<file path="src/rtl/signed_divider.sv">
// Sequential signed restoring divider: 10-bit dividend / 6-bit divisor, one quotient bit per clock.
// Optional divide-by-zero fast path enabled by defining DIVIDER_DBZ_EN.
module signed_divider (
  input  logic       clk,
  input  logic       rst_n,
  input  logic       start,
  input  logic [9:0] x_in,
  input  logic [5:0] y_in,
  output logic       busy,
  output logic       done,
  output logic [9:0] quotient,
  output logic [5:0] remainder,
  output logic       dbz,
  output logic       ovf
);
  localparam int unsigned DW = 10;
  localparam int unsigned VW = 6;
  localparam int unsigned CW = 4;

  typedef enum logic [1:0] {IDLE, ITER, FIX, DONE} state_t;

  state_t        state_q, state_d;
  logic [CW-1:0] cnt_q, cnt_d;
  logic [VW-1:0] rem_q, rem_d;
  logic [DW-1:0] quo_q, quo_d;
  logic [VW:0]   dvs_q, dvs_d;
  logic          xs_q, xs_d;
  logic          ys_q, ys_d;
  logic          busy_q, busy_d;
  logic          done_q, done_d;
  logic [DW-1:0] quotient_q, quotient_d;
  logic [VW-1:0] remainder_q, remainder_d;
  logic          dbz_q, dbz_d;
  logic          ovf_q, ovf_d;

  logic [DW-1:0] x_mag;
  logic [VW:0]   y_ext, y_mag;
  logic [VW:0]   rem_sh;
  logic [VW+1:0] trial;
  logic          trial_ok;

  always_ff @(posedge clk or negedge rst_n) begin
    if (!rst_n) begin
      state_q     <= IDLE;
      cnt_q       <= '0;
      rem_q       <= '0;
      quo_q       <= '0;
      dvs_q       <= '0;
      xs_q        <= 1'b0;
      ys_q        <= 1'b0;
      busy_q      <= 1'b0;
      done_q      <= 1'b0;
      quotient_q  <= '0;
      remainder_q <= '0;
      dbz_q       <= 1'b0;
      ovf_q       <= 1'b0;
    end else begin
      state_q     <= state_d;
      cnt_q       <= cnt_d;
      rem_q       <= rem_d;
      quo_q       <= quo_d;
      dvs_q       <= dvs_d;
      xs_q        <= xs_d;
      ys_q        <= ys_d;
      busy_q      <= busy_d;
      done_q      <= done_d;
      quotient_q  <= quotient_d;
      remainder_q <= remainder_d;
      dbz_q       <= dbz_d;
      ovf_q       <= ovf_d;
    end
  end

  always_comb begin
    state_d     = state_q;
    cnt_d       = cnt_q;
    rem_d       = rem_q;
    quo_d       = quo_q;
    dvs_d       = dvs_q;
    xs_d        = xs_q;
    ys_d        = ys_q;
    busy_d      = busy_q;
    done_d      = done_q;
    quotient_d  = quotient_q;
    remainder_d = remainder_q;
    dbz_d       = dbz_q;
    ovf_d       = ovf_q;

    x_mag    = x_in[DW-1] ? (~x_in + DW'(1)) : x_in;
    y_ext    = {y_in[VW-1], y_in};
    y_mag    = y_in[VW-1] ? (~y_ext + (VW+1)'(1)) : y_ext;
    // Dividend bits shift out of quo_q into the partial remainder; quotient bits shift in.
    rem_sh   = {rem_q, quo_q[DW-1]};
    trial    = {1'b0, rem_sh} - {1'b0, dvs_q};
    trial_ok = ~trial[VW+1];

    case (state_q)
      IDLE, DONE: begin
        if (start) begin
          xs_d    = x_in[DW-1];
          ys_d    = y_in[VW-1];
          quo_d   = x_mag;
          dvs_d   = y_mag;
          rem_d   = '0;
          cnt_d   = '0;
          busy_d  = 1'b1;
          done_d  = 1'b0;
          dbz_d   = 1'b0;
          ovf_d   = 1'b0;
          state_d = ITER;
`ifdef DIVIDER_DBZ_EN
          if (y_in == '0) begin
            busy_d      = 1'b0;
            done_d      = 1'b1;
            dbz_d       = 1'b1;
            quotient_d  = '0;
            remainder_d = '0;
            state_d     = DONE;
          end
`endif
        end
      end
      ITER: begin
        rem_d = VW'(trial_ok ? trial : {1'b0, rem_sh});
        quo_d = {quo_q[DW-2:0], trial_ok};
        cnt_d = cnt_q + CW'(1);
        if (cnt_q == CW'(DW - 1)) state_d = FIX;
      end
      FIX: begin
        quotient_d  = (xs_q ^ ys_q) ? (~quo_q + DW'(1)) : quo_q;
        remainder_d = xs_q ? (~rem_q + VW'(1)) : rem_q;
        // Only a positive quotient of magnitude 512 (-512 / -1) is unrepresentable.
        ovf_d       = ~(xs_q ^ ys_q) & quo_q[DW-1];
        busy_d      = 1'b0;
        done_d      = 1'b1;
        state_d     = DONE;
      end
      default: state_d = IDLE;
    endcase
  end

  assign busy      = busy_q;
  assign done      = done_q;
  assign quotient  = quotient_q;
  assign remainder = remainder_q;
  assign dbz       = dbz_q;
  assign ovf       = ovf_q;
endmodule
</file>
<file path="config.mk">
export PLATFORM = sky130hd
export DESIGN_NAME = signed_divider
export DESIGN_NICKNAME = d
export VERILOG_FILES = /design/src/rtl/signed_divider.sv
export SDC_FILE = /design/constraint.sdc
export NUM_CORES = 1
export LEC_CHECK = 0
export ABC_AREA = 1
export ABC_CLOCK_PERIOD_IN_PS = 2750
export CORE_MARGIN = 2
export CORE_UTILIZATION = 45
export CTS_CLUSTER_SIZE = 14
export DETAILED_ROUTE_END_ITERATION = 8
export DONT_BUFFER_PORTS = 1
export GPL_TIMING_DRIVEN = 0
export MAX_ROUTING_LAYER = met4
export PLACE_DENSITY = 0.72
export REMOVE_ABC_BUFFERS = 1
export SLEW_MARGIN = 20
export SYNTH_ARGS = -nofsm -noshare
export SYNTH_HDL_FRONTEND = slang
export SYNTH_SLANG_ARGS = --single-unit
</file>
<file path="constraint.sdc">
create_clock -name clk -period 2.75 [get_ports clk]
set_clock_uncertainty 0.1 [all_clocks]
set_input_delay 0.275 -clock clk [delete_from_list [all_inputs] [get_ports clk]]
set_output_delay 0.275 -clock clk [all_outputs]
set_load 0.05 [all_outputs]
</file>
==> results.toml <==
[min_path]
hold_depth = 2
min_from = "y_in[5]"
min_to = "ys_q$_DFFE_PN0P_"
min_path_type = "input pin to register"

[timing]
finalCriticalPeriod_ns = 2.34
timing.slew.headroom = 0.558
holdWs_ns = 0.00967
fin_crit_sh = 0.852
finalHoldViolations = 0
setup_viol = 0
tns_ns = 0
tightest_slew_ns = 0.663
rsz0062_at_grt = "false"
clock.fmax_ghz = 0.427
slew_viol_final = 0

[clock_network]
tritoncts = "done"
clk_pin_slew_ns = 0.09
clock_latency_ns = 0.31
clockBufferDepth = 2
postCtsSetupBuffers = 0
cts_buffers = 5
htree_levels = 2
cts.sinks = 50
root_buffer = "clkbuf_8"

[critical_path]
cpMostUsedCell = "a21oi_1"
arrival_ns = 2.43
cp-start-kind = "register"
cp.required_ns = 2.84
crit_path_top_delay_cell = "ha_1"
end_kind = "register"
cp_max_fo = 17
r2r_slack_ns = 0.41
worst-setup-path-type = "register to register"
regToRegEndpoint = "quo_q[9]$_DFFE_PN0P_"
max_stage_delay_ns = 0.55
reg2regPathDepth = 7
crit_chain = "inv_1 > ha_1 > inv_2 > o21ai_4 > inv_4 > a21oi_1 > a21oi_1"
rr_startpoint = "state_q[1]$_DFFE_PN0P_"

[power]
powerDensity_mw_per_mm2 = 1390
vdd_drop_max_v = 0.000790
leakage_nw = 1.74
total_power_w = 0.00456

[layout]
drive_gt1_frac = 0.0518
fill_cells = 674
final_cell_count_no_fill = 505
diodes = 0
final_util = 0.487
multiInputGateArea_sq_mm = 0.00157
regArea_sq_mm = 0.00125
area_growth_pct = 4.82
fin_nets = 460

[die]
die_w_um = 87.5
io_pins = 39
core_area_sq_mm = 0.00676
die_h_um = 87.5
std_cell_rows = 30
die_area_sq_mm = 0.00766
start_util = 0.464

[place]
io_buffers = 0
gp_congestion = 0.886
dp_cells = 495
dp_hpwl_mm = 4.84

[yosys]
ys_warn_count = 0
synth_seq_cells = 50
synth-main-ff-cell = "dfrtp_1"
ys_seq_area_frac = 0.399
ys_types = 33
synthArstFlopShare = 1.00
synth_top_area_share = 0.399
synth_area_leaders = "dfrtp_1, nand2_1, inv_1"
synthSimpleGateAreaFrac = 0.288
syn_inst = 426
synth_top_cell_by_area = "dfrtp_1"
synthTopCellsByCount = "nand2_1, inv_1, dfrtp_1"
synth_top_family_by_area = "simple AND/OR/NAND/NOR gates"
synth_edf_count = 0
synthAdderAreaFrac = 0.0702
muxShareOfSynthArea = 0
synth_xor_area_frac = 0.0307
synth_compound_area_frac = 0.110
syn_area_per_cell_sq_um = 7.37
syn_area_sq_mm = 0.00314
yosysMostFrequentCell = "nand2_1"

[global_routing]
overflow = 0
antenna_found_initial = 0
grt_util_all_layers = 0.186
grt_max_degree = 51
grt_pass1_wl_mm = 11.0
grt_pass1_vias = 2406

[detailed_routing]
drt_iter0_markers = 202
route.detailed.drc = 0
viasPerCell = 5.22
vias = 2634
wl_per_cell_um = 12.9
final_antenna_net_count = 0
dr.pass1.iters = 4
drt_wl_total_mm = 6.53

[run]
max-cap-violations = 0

[status]
outcome = "complete, no violations"
worst max-delay path by stage:
stage	from	endpoint	slack [ns]	depth (start not counted)
5_1_grt	state_q[1]$_DFFE_PN0P_	quo_q[9]$_DFFE_PN0P_	0.22	7
3_3_place_gp	state_q[1]$_DFFE_PN0P_	quo_q[9]$_DFFE_PN0P_	0.42	7
4_1_cts	state_q[1]$_DFFE_PN0P_	quo_q[9]$_DFFE_PN0P_	0.36	7
3_5_place_dp	state_q[1]$_DFFE_PN0P_	quo_q[9]$_DFFE_PN0P_	0.39	7
2_1_floorplan	state_q[1]$_DFFE_PN0P_	quo_q[9]$_DFFE_PN0P_	0.91	7
6_report	state_q[1]$_DFFE_PN0P_	quo_q[9]$_DFFE_PN0P_	0.41	7
placed cells by master, fill, tap and decap left out, types with 3 or more instances in the layout:
| cell type | instances |
|---|---|
| nand3b_1 | 3 |
| a21oi_1 | 18 |
| nor3_1 | 3 |
| xor2_1 | 11 |
| o211ai_1 | 4 |
| nand3_1 | 40 |
| nor2_1 | 24 |
| inv_2 | 3 |
| inv_1 | 61 |
| nand2_1 | 127 |
| o21ai_1 | 6 |
| clkbuf_8 | 5 |
| nand2_4 | 4 |
| o21ai_0 | 27 |
| ha_1 | 16 |
| dfrtp_1 | 50 |
timing repair:
item	CTS	global route
resized for setup	0	0
hold buffers	2	0
endpoints found under the hold margin	50	0
final cells by class:
class / instances / area share
clock buffers: 6 / 0.0221
well taps: 80 / 0.0304
clock inverters: 2 / 0.00418
flip-flops and latches: 50 / 0.380
inverters: 65 / 0.0749
multi-input cells: 300 / 0.477
repair buffers: 2 / 0.0114
per-stage QoR:
stage | setup WS, ns | instance area, sq um
finish | 0.408 | 3290
global route | 0.216 | 3290
CTS | 0.364 | 3290
detailed placement | 0.391 | 3170
global placement | 0.424 | 3170
floorplan | 0.906 | 3070
sequential cells by signal, indices dropped and copies added (netlist names):
name and cells:
ys_q 1, cnt_q 4, quotient 10, dvs_q 7, remainder 6, quo_q 10
xs_q 1, rem_q 6, state_q 2, done 1, busy 1, ovf 1
report_power, final:
part,total (W),internal (W),switching (W)
combinational,0.00235,0.000817,0.00153
sequential,0.00178,0.00107,0.000707
clock,0.000430,0.000180,0.000250
total,0.00456,0.00207,0.00249
metal layers:
layer	global-route usage	wire length, um
met5	-	0
met4	0.0378	61
met3	0.0427	303
met2	0.285	2960
met1	0.253	3210
worst max-delay path: cells and delay by family (launching register included):
| family | cells | cell delay [ns] |
|---|---|---|
| AOI/OAI and AO/OA | 3 | 0.70 |
| adders and majority gates | 1 | 0.55 |
| buffers and inverters | 3 | 0.48 |
| DFF | 1 | 0.40 |
cell families after synthesis:
| group | Yosys count |
|---|---|
| buffers and inverters | 76 |
| AND/OR/NAND/NOR | 209 |
| flip-flops | 50 |
| adder cells (fa/ha/maj) | 17 |
| AO/OA/AOI/OAI | 62 |
| XOR/XNOR | 11 |
| other | 1 |
No activity file was read; power rests on OpenSTA's default activity.
